## config.mk

```make
export PLATFORM = sky130hd
export DESIGN_NAME = multdiv_seq_flat
export DESIGN_NICKNAME = d
export VERILOG_FILES = /design/src/rtl/multdiv_seq_if.sv /design/src/rtl/multdiv_seq.sv /design/src/flat_wrapper.sv
export SDC_FILE = /design/constraint.sdc
export NUM_CORES = 1
export LEC_CHECK = 0
export ABC_CLOCK_PERIOD_IN_PS = 9600
export CORE_MARGIN = 4
export CORE_UTILIZATION = 46
export CTS_BUF_LIST = sky130_fd_sc_hd__clkbuf_2
export CTS_CLUSTER_DIAMETER = 100
export CTS_CLUSTER_SIZE = 8
export DETAILED_ROUTE_END_ITERATION = 7
export DONT_BUFFER_PORTS = 1
export SETUP_SLACK_MARGIN = 0.1
export SLEW_MARGIN = 30
export SYNTH_ARGS = -nofsm -noshare
export SYNTH_HDL_FRONTEND = slang
export SYNTH_SLANG_ARGS = --single-unit
```

## constraint.sdc

```tcl
create_clock -name clk -period 9.6 [get_ports clk]
set_input_delay 1.44 -clock clk [delete_from_list [all_inputs] [get_ports clk]]
set_output_delay 1.44 -clock clk [all_outputs]
set_load 0.01 [all_outputs]
```

## src/rtl/multdiv_seq_if.sv

```systemverilog
// Operand/control/result bundle between the execute stage and the sequential mul/div unit.
interface multdiv_seq_if #(
  parameter int unsigned WIDTH = 32
);
  logic [WIDTH-1:0] data_operandA;
  logic [WIDTH-1:0] data_operandB;
  logic             ctrl_MULT;
  logic             ctrl_DIV;
  logic [WIDTH-1:0] data_result;
  logic             data_exception;
  logic             data_resultRDY;

  modport master (
    output data_operandA,
    output data_operandB,
    output ctrl_MULT,
    output ctrl_DIV,
    input  data_result,
    input  data_exception,
    input  data_resultRDY
  );

  modport slave (
    input  data_operandA,
    input  data_operandB,
    input  ctrl_MULT,
    input  ctrl_DIV,
    output data_result,
    output data_exception,
    output data_resultRDY
  );
endinterface

```

## src/rtl/multdiv_seq.sv

```systemverilog
// Iterative signed multiply (radix-2 Booth) / divide (restoring on magnitudes) unit,
// one iteration per clock, fixed 33-cycle start-to-ready latency.
module multdiv_seq #(
  parameter int unsigned WIDTH = 32,
  parameter int unsigned CNT_W = 6
) (
  input  logic         clk,
  input  logic         clr,
  multdiv_seq_if.slave bus_io
);

  typedef enum logic [1:0] {StIdle, StRunMult, StRunDiv, StDone} state_e;

  localparam logic [WIDTH-1:0] MinVal  = {1'b1, {(WIDTH-1){1'b0}}};
  localparam logic [CNT_W-1:0] LastCnt = CNT_W'(WIDTH);

  state_e           state_q;
  logic [CNT_W-1:0] cnt_q;
  // acc_q: Booth accumulator or partial remainder; lo_q: multiplier or dividend/quotient.
  logic [WIDTH:0]   acc_q;
  logic [WIDTH:0]   opb_q;
  logic [WIDTH-1:0] lo_q;
  logic             qm1_q;
  logic             is_div_q;
  logic             neg_q;
  logic             dz_q;
  logic             ovf_q;
  logic [WIDTH-1:0] result_q;
  logic             exc_q;
  logic             rdy_q;

  logic             start;
  logic [WIDTH-1:0] mag_a;
  logic [WIDTH-1:0] mag_b;
  logic [WIDTH:0]   booth_sum;
  logic [WIDTH:0]   div_shift;
  logic [WIDTH:0]   div_rem;
  logic             div_ge;
  logic [2*WIDTH-1:0] prod;
  logic             prod_ovf;
  logic [WIDTH-1:0] fin_result;
  logic             fin_exc;
  logic [CNT_W-1:0] cnt_inc;

  always_comb begin
    start   = bus_io.ctrl_MULT | bus_io.ctrl_DIV;
    // Negating MinVal yields MinVal, which read as unsigned is the correct magnitude.
    mag_a   = bus_io.data_operandA[WIDTH-1] ? -bus_io.data_operandA : bus_io.data_operandA;
    mag_b   = bus_io.data_operandB[WIDTH-1] ? -bus_io.data_operandB : bus_io.data_operandB;
    cnt_inc = cnt_q + 1'b1;

    booth_sum = acc_q;
    case ({lo_q[0], qm1_q})
      2'b01:   booth_sum = acc_q + opb_q;
      2'b10:   booth_sum = acc_q - opb_q;
      default: booth_sum = acc_q;
    endcase

    div_shift = {acc_q[WIDTH-1:0], lo_q[WIDTH-1]};
    div_ge    = (div_shift >= opb_q);
    div_rem   = div_ge ? (div_shift - opb_q) : div_shift;

    prod     = {acc_q[WIDTH-1:0], lo_q};
    prod_ovf = ~(&prod[2*WIDTH-1:WIDTH-1]) & (|prod[2*WIDTH-1:WIDTH-1]);

    if (!is_div_q) begin
      fin_result = prod[WIDTH-1:0];
      fin_exc    = prod_ovf;
    end else if (dz_q) begin
      fin_result = '0;
      fin_exc    = 1'b1;
    end else if (ovf_q) begin
      fin_result = MinVal;
      fin_exc    = 1'b1;
    end else begin
      fin_result = neg_q ? -lo_q : lo_q;
      fin_exc    = 1'b0;
    end
  end

  always_ff @(posedge clk) begin
    if (clr) begin
      state_q  <= StIdle;
      cnt_q    <= '0;
      acc_q    <= '0;
      opb_q    <= '0;
      lo_q     <= '0;
      qm1_q    <= 1'b0;
      is_div_q <= 1'b0;
      neg_q    <= 1'b0;
      dz_q     <= 1'b0;
      ovf_q    <= 1'b0;
      result_q <= '0;
      exc_q    <= 1'b0;
      rdy_q    <= 1'b0;
    end else begin
      rdy_q <= 1'b0;
      if (start) begin
        // A start in any state aborts whatever is in flight.
        cnt_q    <= '0;
        acc_q    <= '0;
        qm1_q    <= 1'b0;
        is_div_q <= ~bus_io.ctrl_MULT;
        if (bus_io.ctrl_MULT) begin
          state_q <= StRunMult;
          lo_q    <= bus_io.data_operandB;
          opb_q   <= {bus_io.data_operandA[WIDTH-1], bus_io.data_operandA};
          neg_q   <= 1'b0;
          dz_q    <= 1'b0;
          ovf_q   <= 1'b0;
        end else begin
          state_q <= StRunDiv;
          lo_q    <= mag_a;
          opb_q   <= {1'b0, mag_b};
          neg_q   <= bus_io.data_operandA[WIDTH-1] ^ bus_io.data_operandB[WIDTH-1];
          dz_q    <= (bus_io.data_operandB == '0);
          ovf_q   <= (bus_io.data_operandA == MinVal) && (bus_io.data_operandB == '1);
        end
      end else begin
        unique case (state_q)
          StIdle: begin
          end
          StRunMult: begin
            acc_q <= {booth_sum[WIDTH], booth_sum[WIDTH:1]};
            lo_q  <= {booth_sum[0], lo_q[WIDTH-1:1]};
            qm1_q <= lo_q[0];
            cnt_q <= cnt_inc;
            if (cnt_inc == LastCnt) state_q <= StDone;
          end
          StRunDiv: begin
            acc_q <= div_rem;
            lo_q  <= {lo_q[WIDTH-2:0], div_ge};
            cnt_q <= cnt_inc;
            if (cnt_inc == LastCnt) state_q <= StDone;
          end
          StDone: begin
            result_q <= fin_result;
            exc_q    <= fin_exc;
            rdy_q    <= 1'b1;
            state_q  <= StIdle;
          end
          default: state_q <= StIdle;
        endcase
      end
    end
  end

  assign bus_io.data_result    = result_q;
  assign bus_io.data_exception = exc_q;
  assign bus_io.data_resultRDY = rdy_q;

endmodule
```

## src/flat_wrapper.sv

```systemverilog
// flat-port wrapper written by rule: the top's interface ports become plain ports
module multdiv_seq_flat 
#(
  parameter int unsigned WIDTH = 32,
  parameter int unsigned CNT_W = 6
)
  (clk, clr, bus_io_data_operandA, bus_io_data_operandB, bus_io_ctrl_MULT, bus_io_ctrl_DIV, bus_io_data_result, bus_io_data_exception, bus_io_data_resultRDY);
  multdiv_seq_if #(.WIDTH(WIDTH)) bus_io_i ();
  input  logic clk;
  input  logic clr;
  input wire logic [$bits(bus_io_i.data_operandA)-1:0] bus_io_data_operandA;
  input wire logic [$bits(bus_io_i.data_operandB)-1:0] bus_io_data_operandB;
  input wire logic [$bits(bus_io_i.ctrl_MULT)-1:0] bus_io_ctrl_MULT;
  input wire logic [$bits(bus_io_i.ctrl_DIV)-1:0] bus_io_ctrl_DIV;
  output wire logic [$bits(bus_io_i.data_result)-1:0] bus_io_data_result;
  output wire logic [$bits(bus_io_i.data_exception)-1:0] bus_io_data_exception;
  output wire logic [$bits(bus_io_i.data_resultRDY)-1:0] bus_io_data_resultRDY;
  assign bus_io_i.data_operandA = bus_io_data_operandA;
  assign bus_io_i.data_operandB = bus_io_data_operandB;
  assign bus_io_i.ctrl_MULT = bus_io_ctrl_MULT;
  assign bus_io_i.ctrl_DIV = bus_io_ctrl_DIV;
  assign bus_io_data_result = bus_io_i.data_result;
  assign bus_io_data_exception = bus_io_i.data_exception;
  assign bus_io_data_resultRDY = bus_io_i.data_resultRDY;
  multdiv_seq #(.WIDTH(WIDTH), .CNT_W(CNT_W)) u_core (.clk(clk), .clr(clr), .bus_io(bus_io_i));
endmodule
```

# ---- Word level (Yosys, flattened, before mapping)
# Index checks and enable logic that the tools add are counted.
dict set report classes {
  n_addsub 7
  magnitude_cmp 1
  n_bitwise 6
  mux 24
  reduce_logical 11
  n_eq_ne 9
}
# op n
set op_table {}
lappend op_table {{32-bit two-way mux} 8}
lappend op_table {{33-bit one-hot mux with 2 select lines} 2}
lappend op_table {{32-bit negator} 3}
lappend op_table {{33-bit two-way mux} 2}
lappend op_table {{33-bit subtractor} 2}
lappend op_table {{32-bit equality test (second input constant)} 2}
lappend op_table {{32-bit one-hot mux with 2 select lines} 1}
lappend op_table {{33-bit adder} 1}
lappend op_table {{33-bit >= comparator} 1}
lappend op_table {{33-bit AND reduction} 1}
lappend op_table {{33-bit OR reduction} 1}
lappend op_table {{32-bit logical NOT} 1}
lappend op_table {{1-bit two-way mux} 7}
lappend op_table {{6-bit by 1-bit adder with 6-bit output (second input constant)} 1}
lappend op_table {{2-bit equality test (second input constant)} 3}
lappend op_table {{6-bit equality test (second input constant)} 1}
lappend op_table {{2-bit two-way mux} 3}
lappend op_table {{3-bit nonzero test} 2}
lappend op_table {{2-bit by 1-bit equality test with 1-bit output (second input constant)} 2}
lappend op_table {{2-bit one-hot mux with 2 select lines} 1}
lappend op_table {{2-bit AND reduction} 2}
lappend op_table {{2-bit OR reduction} 2}
lappend op_table {{3-bit by 1-bit != test with 1-bit output (second input constant)} 1}
lappend op_table {{1-bit NOT} 3}
lappend op_table {{other kinds (5)} 5}
dict set report word_totals {
  inputBits 68
  register_bits 145
  word_cells 71
}

# ---- Depth between registers and ports, before layout
dict set report depth {
  word_depth 5
  mapped_depth 19
  ltp_nobuf 18
}

# ---- Least setup slack after synthesis
# No wires, ideal clock.
dict set report synth_path {
  kind {register -> register}
  startpoint {register u_core.opb_q[2]}
  endpoint {register u_core.acc_q[31]}
  path_stages_with_launch 20
  arrival_time_ns 3.722
  n_path_buf 1
  setup_time_ns 0.130
  period_less_slack_ns 3.851
  setup_slack_ns 5.749
  path_cell_list {dfxtp_1 -> nor4_1 -> nand3_1 -> nor2_1 -> nand2_1 -> nor4_1 -> nand2_1 -> o21bai_1 -> xnor2_1 -> ha_1 -> clkbuf_1 -> a21oi_1 -> o21ai_0 -> a211oi_1 -> o211ai_1 -> a31oi_1 -> xnor2_1 -> o21a_1 -> o21ai_1 -> a21oi_1}
}
dict set report synth_via {
  elab_chain_cells 3
}
# item line_no
set synth_lines {}
lappend synth_lines {{start: declaration} multdiv_seq.sv:21} ;# logic [WIDTH:0] opb_q;
lappend synth_lines {{start signal: assignment} multdiv_seq.sv:107} ;# opb_q <= {bus_io.data_operandA[WIDTH-1], bus_io.data_operandA};
lappend synth_lines {{start signal: assignment} multdiv_seq.sv:114} ;# opb_q <= {1'b0, mag_b};
lappend synth_lines {{33-bit subtractor (tied with other cells)} multdiv_seq.sv:55} ;# 2'b10: booth_sum = acc_q - opb_q;
lappend synth_lines {{33-bit one-hot mux with 2 select lines / 33-bit two-way mux (equally long branches)} {multdiv_seq.sv:53, multdiv_seq.sv:61}}
lappend synth_lines {{33-bit one-hot mux with 2 select lines (*)} multdiv_seq.sv:120} ;# unique case (state_q)
lappend synth_lines {{end signal: assignment} multdiv_seq.sv:124} ;# acc_q <= {booth_sum[WIDTH], booth_sum[WIDTH:1]};
lappend synth_lines {{end signal: assignment} multdiv_seq.sv:131} ;# acc_q <= div_rem;
lappend synth_lines {{end: declaration} multdiv_seq.sv:20} ;# logic [WIDTH:0] acc_q;
# Mark *: on every way between the ends. The rest lies on a longest branch, timed or not.
# A chain may end at the register's enable or synchronous reset.

# ---- Worst setup path after layout
dict set report layout_path {
  startpoint {register u_core.opb_q[2]}
  endpoint {register u_core.acc_q[32]}
}
# Same word-level chain as after synthesis.

==> flow_summary.json <==
{
  "period_share_pct": 48.9,
  "fp.dieW_um": 180,
  "status": "finished, final reports clean",
  "setup_viol": 0,
  "yosysUniqueCellTypes": 76,
  "clkLatencyLatePin_ps": 780,
  "synth_top_area_share_pct": 21.3,
  "grt_pass1_vias": 12540,
  "crit_arrival_ps": 5370,
  "seq_area_frac_synth_pct": 21.3,
  "tritoncts": "done",
  "syn_avg_cell_area_um2": 7.28,
  "remaining_drc_errors": 0,
  "grt_start_max_net_pins": 136,
  "worstSetupEndpointType": "flip-flop",
  "fmax_mhz": 213,
  "cap_violations": 0,
  "grt_overflow": 0,
  "dr_total_vias": 13636,
  "p_comb_share_pct": 33.8,
  "post-cts-setup-buffers": 0,
  "vdd_ir_drop_max_mv": 0.0712,
  "port_buffers": 0,
  "rsz0062_at_grt": "false",
  "worst-setup-path-type": "flip-flop to flip-flop",
  "dpl-instance-area_um2": 13700,
  "critPathLaunchType": "flip-flop",
  "power_uw": 1660,
  "dieArea_um2": 32400,
  "ctsResizeCount": 0,
  "ys_ff_latch": 145,
  "fp-row-count": 62,
  "layout-drive-gt1-share_pct": 4.36,
  "async_flop_share_pct": 0,
  "finalNetCount": 1922,
  "internal-power_uw": 988,
  "core_area_um2": 28900,
  "ios": 102,
  "clock_sinks": 145,
  "ys_warn_count": 0,
  "die_h_um": 180,
  "swShare_pct": 40.5,
  "worstPathRequired_ps": 10280,
  "grt_pass1_wl_um": 72500,
  "crit_fanout": 7,
  "powerDensity_nw_per_um2": 118,
  "yosys_most_used_dff": "dfxtp_1",
  "cts_made_buffers": 17,
  "htreeDepth": 4,
  "syn_area_um2": 13600,
  "clkPwrFrac_pct": 25.3,
  "cts_root_buf": "clkbuf_2",
  "synth_cells": 1868,
  "hold_class": "flip-flop to flip-flop",
  "final_util_pct": 48.5,
  "synth_common_cells": "214 x nor2_1, 172 x a21oi_1, 145 x dfxtp_1",
  "hold_viol_final": 0,
  "hpwl_um": 35300,
  "yosysMostFrequentCell": "nor2_1",
  "drt_wl_total_um": 46900,
  "synth_enable_flop_cells": 0,
  "drtPass1Iterations": 5,
  "routedWlPerCell_um": 21.6,
  "yosys-top-cells-area": "dfxtp_1 21%, ha_1 7.0%, a21oi_1 6.3%",
  "clockBufferDepth": 2,
  "p_leak_uw": 0.00538,
  "slew-limit-headroom_pct": 43.0,
  "clk_pin_slew_ps": 300,
  "fin_skew_ps": 55.1,
  "syn_nets": 2014,
  "finalMaxSlewViolations": 0,
  "areaGrowthSynthToFinish_pct": 3.11,
  "tightest_slew_ps": 834,
  "holdWs_ps": 502,
  "start_util_pct": 47.0,
  "synth_area_leader_cell": "dfxtp_1",
  "antenna_found_initial": 1,
  "setup_tns_ps": 0,
  "pwr-share-seq_pct": 40.9,
  "holdBufCountCts": 0,
  "min_period_ps": 4690,
  "drt_iter0_drc": 1177,
  "gp_congestion": 0.938,
  "final_area_um2": 14000,
  "grt_usage_pct": 27.5,
  "p_switching_uw": 672,
  "vias_per_cell": 6.27,
  "ant_nets": 0
}
## through the flow
step	std cells	worst slack, ps
4_1_cts	2173	4910
5_1_grt	2174	4390
2_1_floorplan	1868	5750
3_5_place_dp	2141	5000
6_report	2174	4910
3_3_place_gp	2141	5140
## registers in the layout, summed over array words and instances, names as in the netlist, 2 cells and up
signal                     flops
u_core.lo_q                   32
u_core.bus_io.data_result     32
u_core.cnt_q                   6
u_core.acc_q                  33
u_core.state_q                 2
u_core.opb_q                  33
## power by group through the flow
stage / Combinational, uW / Sequential (uW) / Clock [uW]
5_1_grt: 617 / 684 / 453
6_report: 560 / 679 / 421
4_1_cts: 552 / 678 / 431
3_3_place_gp: 549 / 687 / 0
2_1_floorplan: 456 / 666 / 0
3_5_place_dp: 548 / 689 / 0
## cell families (layout without fill, tap and decap cells)
family	after synthesis	count (layout)	share of synthesized area (%)
xor+xnor	173	173	11.1
flops	145	145	21.3
compound gates	612	612	29.5
fa+ha+maj	78	78	7.28
mux	44	44	3.25
buf+inv	198	119	5.51
simple gates	618	618	21.9
other cells	0	1	0
## worst paths after layout
check             depth (start not counted)          endpoint  slack [ps]             from
hold / removal                            2       u_core.dz_q         500      u_core.dz_q
hold reg to reg                           2       u_core.dz_q         500      u_core.dz_q
setup / recovery                         18  u_core.acc_q[32]        4910  u_core.opb_q[2]
setup reg to reg                         18  u_core.acc_q[32]        4910  u_core.opb_q[2]
## cell usage in the layout (no fill, tap or decap), drive strengths merged, types with 6 or more instances in the layout
cell      n
dfxtp   145
and3      6
nor2    214
nor4     29
mux2i    43
o21a     12
nor2b    16
a21oi   172
o211ai   25
a221oi   32
a211oi   57
a21o     31
a211o     7
a22oi    34
or3      15
o31ai    22
xor2     88
ha       76
and2      9
a31oi    32
nand2   142
inv      81
o21bai    7
nand2b   14
nand3    36
or4      16
clkbuf   17
buf      14
nand4    35
o41ai    13
nor3     63
xnor2    85
o21ai   121
## worst max-delay path: stages, from the launching register on
cell and delay, ps:
dfxtp_1 420, nor4_1 690, nand3_1 190, nor2_1 400, nand2_1 100, nor4_1 440, nand2_1 140, o21bai_1 200
xnor2_1 140, ha_1 320, a21oi_1 150, o21ai_0 140, a211oi_1 320, o211ai_1 150, a31oi_1 230, xnor2_1 110
o21a_1 170, o21ai_1 180, a21oi_1 90
## final cells by class
| cell class | count | area [um2] |
|---|---|---|
| well taps | 384 | 480 |
| diodes | 1 | 2.50 |
| inverters | 73 | 274 |
| flip-flops and latches | 145 | 2900 |
| clock buffers | 17 | 85.1 |
| multi-input cells | 1525 | 9990 |
| clock inverters | 15 | 190 |
| repair buffers | 14 | 105 |
| fillers | 2970 | 14900 |
## routing by layer
metal | global-route usage (%) | up-vias | share of wire (%)
met5 | 0 | - | 0
met4 | 6.43 | 0 | 2.0
met3 | 4.89 | 62 | 6.3
met2 | 45.3 | 433 | 46
met1 | 37.5 | 6457 | 46
li1 | - | 6684 | -
(Power assumes the default switching activity.)
